<file path="config.mk">
export PLATFORM = sky130hd
export DESIGN_NAME = hazard_ctrl
export DESIGN_NICKNAME = d
export VERILOG_FILES = /design/src/rtl/hazard_ctrl.sv
export SDC_FILE = /design/constraint.sdc
export NUM_CORES = 1
export LEC_CHECK = 0
export CORE_UTILIZATION = 39
export DETAILED_ROUTE_END_ITERATION = 16
export PLACE_DENSITY = 0.68
export SYNTH_ARGS = -nofsm -noshare
export SYNTH_HDL_FRONTEND = slang
export SYNTH_SLANG_ARGS = --single-unit
export TNS_END_PERCENT = 100
</file>
<file path="constraint.sdc">
create_clock -name CLK -period 2.6 [get_ports CLK]
set_clock_uncertainty 0.2 [all_clocks]
set_input_delay 0.39 -clock CLK [delete_from_list [all_inputs] [get_ports CLK]]
set_output_delay 0.39 -clock CLK [all_outputs]
set_load 0.01 [all_outputs]
</file>
<file path="src/rtl/hazard_ctrl.sv">
// -----------------------------------------------------------------------------
// hazard_ctrl
//
// Pipeline control unit for a classic five-stage core. It decides, cycle by
// cycle, which pipeline registers load (WEN) and which are turned into bubbles
// (flush). It also decides whether the PC advances.
//
// Hazards handled, highest priority first:
//   halt in WB, D-memory wait, branch/jump redirect, load-use, I-cache miss.
//
// It also keeps two saturating performance counters and a sticky error flag
// for a D-memory access that never completes.
//
// Parameters
//   CNT_W        width of stall_cycles / flush_events (both saturate)
//   MEM_TIMEOUT  consecutive D-memory wait cycles that raise mem_timeout
//
// Ports
//   CLK, RST                      clock; synchronous active-high reset
//   ifid_rs, ifid_rt, ifid_uses_rt  source registers of the instruction in ID
//   idex_dREN, idex_rt            load in EX and its destination register
//   exmem_redirect                taken branch/jump resolved in MEM
//   exmem_dmem_req, dhit          D-memory request in MEM and its completion
//   ihit                          instruction fetch valid this cycle
//   memwb_halt                    halt instruction has reached WB
//   pc_WEN                        PC update enable
//   <stage>_WEN / <stage>_flush   load enable / bubble insert per pipe register
//   halted                        core stopped (sticky until RST)
//   mem_timeout                   D-memory wait exceeded MEM_TIMEOUT (sticky)
//   stall_cycles                  cycles the PC was held while running
//   flush_events                  number of redirect cycles
// -----------------------------------------------------------------------------
module hazard_ctrl #(
    parameter int CNT_W       = 16,
    parameter int MEM_TIMEOUT = 64
) (
    input  logic             CLK,
    input  logic             RST,
    input  logic [4:0]       ifid_rs,
    input  logic [4:0]       ifid_rt,
    input  logic             ifid_uses_rt,
    input  logic             idex_dREN,
    input  logic [4:0]       idex_rt,
    input  logic             exmem_redirect,
    input  logic             exmem_dmem_req,
    input  logic             dhit,
    input  logic             ihit,
    input  logic             memwb_halt,
    output logic             pc_WEN,
    output logic             ifid_WEN,
    output logic             ifid_flush,
    output logic             idex_WEN,
    output logic             idex_flush,
    output logic             exmem_WEN,
    output logic             exmem_flush,
    output logic             memwb_WEN,
    output logic             memwb_flush,
    output logic             halted,
    output logic             mem_timeout,
    output logic [CNT_W-1:0] stall_cycles,
    output logic [CNT_W-1:0] flush_events
);

    // The wait counter must be able to hold MEM_TIMEOUT itself so that the
    // threshold compare can see the exact cycle the limit is reached.
    localparam int                 WAIT_W     = $clog2(MEM_TIMEOUT + 1);
    localparam logic [WAIT_W-1:0]  WAIT_LIMIT = WAIT_W'(MEM_TIMEOUT);

    typedef enum logic [1:0] {
        RUN     = 2'd0,
        MEMWAIT = 2'd1,
        HALT    = 2'd2
    } state_t;

    state_t            state;
    state_t            next_state;
    logic [WAIT_W-1:0] wait_cnt;
    logic [WAIT_W-1:0] wait_cnt_next;
    logic              load_use;
    logic              dmem_wait;
    logic              count_stall;
    logic              count_flush;
    logic              set_timeout;

    // Hazard detection. Register 0 is hardwired to zero, so a load into it
    // never creates a real dependency.
    always_comb begin
        load_use  = idex_dREN && (idex_rt != 5'd0) &&
                    ((idex_rt == ifid_rs) ||
                     (ifid_uses_rt && (idex_rt == ifid_rt)));
        dmem_wait = exmem_dmem_req && !dhit;
    end

    // Next-state and pipeline control. Every branch that raises a flush also
    // drops the matching WEN, so a bubble can never be overwritten by a load.
    always_comb begin
        pc_WEN        = 1'b1;
        ifid_WEN      = 1'b1;
        ifid_flush    = 1'b0;
        idex_WEN      = 1'b1;
        idex_flush    = 1'b0;
        exmem_WEN     = 1'b1;
        exmem_flush   = 1'b0;
        memwb_WEN     = 1'b1;
        memwb_flush   = 1'b0;
        next_state    = state;
        wait_cnt_next = wait_cnt;
        count_stall   = 1'b0;
        count_flush   = 1'b0;
        set_timeout   = 1'b0;

        if (RST) begin
            pc_WEN    = 1'b0;
            ifid_WEN  = 1'b0;
            idex_WEN  = 1'b0;
            exmem_WEN = 1'b0;
            memwb_WEN = 1'b0;
        end else begin
            case (state)
                RUN, MEMWAIT: begin
                    if (memwb_halt) begin
                        // Freeze everything; the halt instruction stays in WB.
                        pc_WEN     = 1'b0;
                        ifid_WEN   = 1'b0;
                        idex_WEN   = 1'b0;
                        exmem_WEN  = 1'b0;
                        memwb_WEN  = 1'b0;
                        next_state = HALT;
                    end else if (dmem_wait) begin
                        // Hold the front of the pipe and the MEM instruction;
                        // WB receives a bubble until memory answers.
                        pc_WEN      = 1'b0;
                        ifid_WEN    = 1'b0;
                        idex_WEN    = 1'b0;
                        exmem_WEN   = 1'b0;
                        memwb_WEN   = 1'b0;
                        memwb_flush = 1'b1;
                        next_state  = MEMWAIT;
                        if (wait_cnt != {WAIT_W{1'b1}}) begin
                            wait_cnt_next = wait_cnt + 1'b1;
                        end
                        set_timeout = (wait_cnt_next >= WAIT_LIMIT);
                    end else begin
                        // Memory is idle or just answered: normal hazard
                        // resolution applies in this same cycle.
                        next_state    = RUN;
                        wait_cnt_next = '0;
                        if (exmem_redirect) begin
                            // Everything younger than the branch is on the
                            // wrong path; the PC takes the target.
                            ifid_WEN    = 1'b0;
                            ifid_flush  = 1'b1;
                            idex_WEN    = 1'b0;
                            idex_flush  = 1'b1;
                            exmem_WEN   = 1'b0;
                            exmem_flush = 1'b1;
                            count_flush = 1'b1;
                        end else if (load_use) begin
                            // Hold the consumer in ID one cycle and send a
                            // bubble into EX behind the load.
                            pc_WEN     = 1'b0;
                            ifid_WEN   = 1'b0;
                            idex_WEN   = 1'b0;
                            idex_flush = 1'b1;
                        end else if (!ihit) begin
                            // No valid fetch: keep the PC and feed a bubble.
                            pc_WEN     = 1'b0;
                            ifid_WEN   = 1'b0;
                            ifid_flush = 1'b1;
                        end
                    end
                    count_stall = !pc_WEN;
                end
                HALT: begin
                    pc_WEN    = 1'b0;
                    ifid_WEN  = 1'b0;
                    idex_WEN  = 1'b0;
                    exmem_WEN = 1'b0;
                    memwb_WEN = 1'b0;
                end
                default: begin
                    // Unreachable encoding: stop the pipe and recover to RUN.
                    pc_WEN     = 1'b0;
                    ifid_WEN   = 1'b0;
                    idex_WEN   = 1'b0;
                    exmem_WEN  = 1'b0;
                    memwb_WEN  = 1'b0;
                    next_state = RUN;
                end
            endcase
        end
    end

    // State, wait counter, sticky flags and saturating performance counters.
    always_ff @(posedge CLK) begin
        if (RST) begin
            state        <= RUN;
            wait_cnt     <= '0;
            halted       <= 1'b0;
            mem_timeout  <= 1'b0;
            stall_cycles <= '0;
            flush_events <= '0;
        end else begin
            state    <= next_state;
            wait_cnt <= wait_cnt_next;
            if (next_state == HALT) begin
                halted <= 1'b1;
            end
            if (set_timeout) begin
                mem_timeout <= 1'b1;
            end
            if (count_stall && (stall_cycles != {CNT_W{1'b1}})) begin
                stall_cycles <= stall_cycles + 1'b1;
            end
            if (count_flush && (flush_events != {CNT_W{1'b1}})) begin
                flush_events <= flush_events + 1'b1;
            end
        end
    end

endmodule
</file>
# Word level (Yosys, flattened, before mapping)
# Cells that the tools add are included.
# Widths: inputs -> output; s select.
# totals
regBits	43
latchBits	0
out_inout_bits	43
mem_bits_ro	0
n_memories	0
input_bits	24
mem_bits_rw	0
elab_cells	99
# op_classes
order_cmp	1
shifts	0
n_addsub	3
n_mul	0
n_mux	67
n_eq_ne	8
reduce_logical	13
div_mod_pow	0
bitwise	1
# op_table
operator	count
$mux 1	58
$mux 7	6
$add 16x1->16 const B	2
$ne 16x16->1 const B	2
$eq 5x5->1	2
$add 7x1->7 const B	1
$ge 7x7->1 const B	1
$ne 7x7->1 const B	1
$logic_and 1x1->1	6
$reduce_bool 5->1	1
$eq 2x2->1 const B	2
$mux 2	2
$pmux 2 s2	1
$eq 2x1->1 const B	1
$logic_not 1->1	2
$logic_not 2->1	1
$reduce_and 2->1	1
$reduce_or 2->1	1
$logic_or 1x1->1	1
$not 1->1	1

# Longest topological paths before layout
# Gate-level depths: netlist (run 1).
# logic_depth
depth_word	14
depth_mapped	8

# Worst setup path before layout (run 1)
# Ideal clock, no wire load.
# synth_timing
kind	register to register
startpoint	register stall_cycles[0]
endpoint	register stall_cycles[1]
path_slack_ns	0.445
arrival_ns	1.828
period_less_slack_ns	2.155
path_stages_with_launch	9
path_cell_list	dfxtp_1 -> ha_1 -> nand3_2 -> nor4b_4 -> a211oi_2 -> a21oi_4 -> buf_6 -> mux2i_1 -> nor2_1
# synth_via
elab_chain_len	2
word_cells_on_any_way	3
cone_classes	add/sub (1); eq/ne (1); reduce/logical (1)
# synth_lines
element	line_no	source
from (decl)	60	output logic [CNT_W-1:0] stall_cycles,
from (signal assigned)	213	stall_cycles <= stall_cycles + 1'b1;
parallel branches: the longest is 2 deep, another holds $add 16x1->16	--	
# Several ways; the timed one is not identified.
# A chain may end at the register's enable or synchronous reset.

# Final worst setup path (run 1)
# layout_timing
startpoint	input ifid_rt[1]
endpoint	output idex_flush
# layout_via
elab_chain_len	10
# layout_lines
element	line_no	source
from (decl)	40	input logic [4:0] ifid_rt,
$eq 5x5->1	90	(ifid_uses_rt && (idex_rt == ifid_rt)));
$logic_and 1x1->1	90	
$logic_or 1x1->1	89	((idex_rt == ifid_rs) ||
$logic_and 1x1->1	88	load_use = idex_dREN && (idex_rt != 5'd0) &&
$mux 1	158	end else if (load_use) begin
$mux 1	148	if (exmem_redirect) begin
$mux 1	129	end else if (dmem_wait) begin
$mux 1	121	if (memwb_halt) begin
$mux 1	119	case (state)
$mux 1	112	if (RST) begin
to (decl)	53	output logic idex_flush,
# No other way between the ends.

==> flow_summary.json, run 1 <==
{
  "grt_antenna_before_repair": 0,
  "drv_cap": 0,
  "worstReg2RegEnd": "stall_cycles[1]",
  "ys.warnings.count": 0,
  "whs_path_depth": 1,
  "first_pass_iters": 4,
  "wl_met1_um": 2400,
  "critPathLaunchType": "primary input",
  "hp-start": "state[0]",
  "ys_ff_latch": 43,
  "num_antenna_cells": 0,
  "leakagePower_uw": 0.00124,
  "clk_latency_ns": 0.29,
  "die-width_um": 78.0,
  "crit_required_ns": 2.01,
  "path_cells": "clkdlybuf4s50_1, xnor2_1, nand4_1, o22ai_4, buf_6, nand2b_4, buf_4, a21oi_2, buf_2",
  "p_sw_uw": 316,
  "finalCriticalPeriod_ns": 2.56,
  "cts_tree": "done",
  "hold_end": "state[1]",
  "fin_cells": 435,
  "worst_slew_pin_slew_ns": 0.622,
  "dpl.cell_count": 420,
  "synth_top_area_cell": "dfxtp_1",
  "routed-wl-met2_um": 2870,
  "synthFlopType": "dfxtp_1",
  "worstHoldPathType": "reg -> reg",
  "p_comb_frac": 0.143,
  "grt_pass1_vias": 2095,
  "cts_sinks": 43,
  "initialDrtViolationCount": 74,
  "hold_slack_ns": 0.227,
  "synth_fp_nets": 293,
  "yosysSeqAreaShare": 0.382,
  "met3_length_um": 270,
  "core_area_sq_um": 5540,
  "place_congestion": 0.749,
  "drt_wl_total_um": 5610,
  "path_clk_slew_ns": 0.07,
  "fin_crit_sh": 0.985,
  "hold_viol": 0,
  "cts_root_buffer": "clkbuf_8",
  "avgSynthCellArea_sq_um": 8.47,
  "synth_cell_types": 46,
  "total_power_uw": 1330,
  "final_cell_mix": "clkdlybuf4s50_1 (52), dfxtp_1 (43), nor2_1 (29)",
  "grt_pass1_wl_um": 9340,
  "endpoint_kind": "primary output",
  "fmax_mhz": 391,
  "slew_violations": 0,
  "final_util": 0.600,
  "detailed_place_hpwl_um": 4070,
  "p_clk_frac": 0.349,
  "grt_usage": 0.193,
  "port_buffers": 66,
  "layout.nets": 389,
  "path_max_fanout": 3,
  "grt.overflow.total": 0,
  "synth_cells": 266,
  "crit_path_top_delay_cell": "clkdlybuf4s50_1",
  "power_density_nw_per_um2": 400,
  "ys_async_sr_fraction": 0,
  "wl_per_cell_um": 12.9,
  "r2r_cells": 8,
  "sequentialPowerShare": 0.508,
  "drive_gt1_frac": 0.163,
  "ir_drop_v": 0.000205,
  "postCtsHoldBufs": 0,
  "die-area_sq_um": 6080,
  "synth-edff-count": 0,
  "numCtsBuffers": 5,
  "netSwitchingFraction": 0.238,
  "p_int_uw": 1010,
  "top_layer": "met4",
  "rows": 27,
  "postRouteAntennaNets": 0,
  "syn_area_sq_um": 2250,
  "final-setup-viol-count": 0,
  "initial_core_util": 0.407,
  "grt_max_degree": 34,
  "route.detailed.drc": 0,
  "vias": 2270,
  "vias_per_cell": 5.22,
  "r2r_slack_ns": 0.28,
  "clockBufferDepth": 2,
  "die_height_um": 78.0,
  "final_common_cell": "clkdlybuf4s50_1",
  "crit_type": "in -> out",
  "htree_levels": 2,
  "synth_top_area_share": 0.382,
  "worstPathArrival_ns": 1.97,
  "critPathMaxStageDelay_ns": 0.48,
  "relSlewSlack": 0.584,
  "r2r_start": "stall_cycles[0]",
  "outcome": "finished, final reports clean",
  "pin_count": 67,
  "area_delta_synth_final_pct": 47.5,
  "synthTopCellsByArea": "dfxtp_1 (38%), xnor2_1 (6.2%), a21oi_1 (5.1%)"
}
[metrics by stage]
step                TNS [ns]  worst slack [ns]  area (sq um)
floorplan                  0             0.445          2250
global placement       -2.76            -0.470          3140
detailed placement     -3.66            -0.524          3140
finish                     0            0.0394          3320
global route         -0.0869           -0.0589          3320
CTS                        0            0.0111          3280
[power groups by stage]
| stage | Sequential (uW) | Combinational, uW | Clock, uW |
|---|---|---|---|
| CTS | 675 | 185 | 477 |
| floorplan | 692 | 81.8 | 0 |
| global placement | 690 | 178 | 0 |
| global route | 677 | 206 | 509 |
| detailed placement | 691 | 180 | 0 |
| finish | 675 | 189 | 464 |
[layer usage]
layer	GRT usage	vias up
met5	0	-
met4	0.0574	0
li1	-	1147
met2	0.339	59
met1	0.227	1057
met3	0.0553	7
[state kept, by name, summed over array words and instances, names as in the netlist]
register,cells
mem_timeout,1
flush_events,16
wait_cnt,7
stall_cycles,16
state,2
halted,1
[cell families after synthesis]
| logic type | after synthesis | synth area share |
|---|---|---|
| simple gates | 112 | 0.278 |
| fa+ha+maj | 3 | 0.0167 |
| buf+inv | 18 | 0.0372 |
| xor+xnor | 23 | 0.0894 |
| flops | 43 | 0.382 |
| mux | 3 | 0.0139 |
| compound gates | 64 | 0.183 |
[Yosys cell counts, drive strengths merged, types with 2 or more instances]
cell,count
nand2b,3
xor2,7
nor3,4
xnor2,16
nor4b,2
nand2,20
clkbuf,3
o311ai,3
or4,2
o22ai,3
ha,3
o31ai,2
nor3b,2
a21oi,24
and4,3
inv,12
or2,2
nor2,30
or3,15
o41ai,3
buf,3
nand3,12
dfxtp,43
o21ai,20
mux2i,2
nand4,11
and3,2
o21a,3
nor2b,4
[worst max-delay path: cells and delay by family]
family                    cells  cell delay [ns]
buffers and inverters         4             0.91
and+or+nand+nor               2             0.23
AOI/OAI and AO/OA             2             0.30
xor gates and xnor gates      1             0.13
[timing repair]
action,in CTS,in global routing
setup buffers,3,4
pin swaps,6,9
setup endpoints to repair,6,6
resized for setup,32,6
[final cells by class]
| cell class | count | area [sq um] |
|---|---|---|
| Multi-Input combinational cell | 205 | 1350 |
| Sequential cell | 43 | 861 |
| Clock buffer | 8 | 100 |
| Tap cell | 72 | 90.1 |
| Inverter | 12 | 45.0 |
| Timing Repair Buffer | 95 | 872 |
| Fill cell | 522 | 2220 |
[worst max path at each step]
stage	from	to	slack [ns]	cells after the start
finish	ifid_rt[1]	idex_flush	0.04	9
CTS	RST	exmem_WEN	0.01	6
global placement	idex_rt[1]	pc_WEN	-0.47	7
detailed placement	idex_rt[1]	pc_WEN	-0.52	7
floorplan	stall_cycles[0]	stall_cycles[1]	0.44	8
global route	ifid_rt[1]	idex_flush	-0.06	9
No activity file was read; power rests on OpenSTA's default activity.
==> run 2, diff against run 1 <==
--- a/config.mk
+++ b/config.mk
@@ -6,6 +6,7 @@
 export NUM_CORES = 1
 export LEC_CHECK = 0
 export CORE_UTILIZATION = 39
+export CTS_CLUSTER_SIZE = 40
 export DETAILED_ROUTE_END_ITERATION = 16
 export PLACE_DENSITY = 0.68
 export SYNTH_ARGS = -nofsm -noshare
==> results of run 2 <==
Final layout, timing and power as in run 1 (identical DEF).
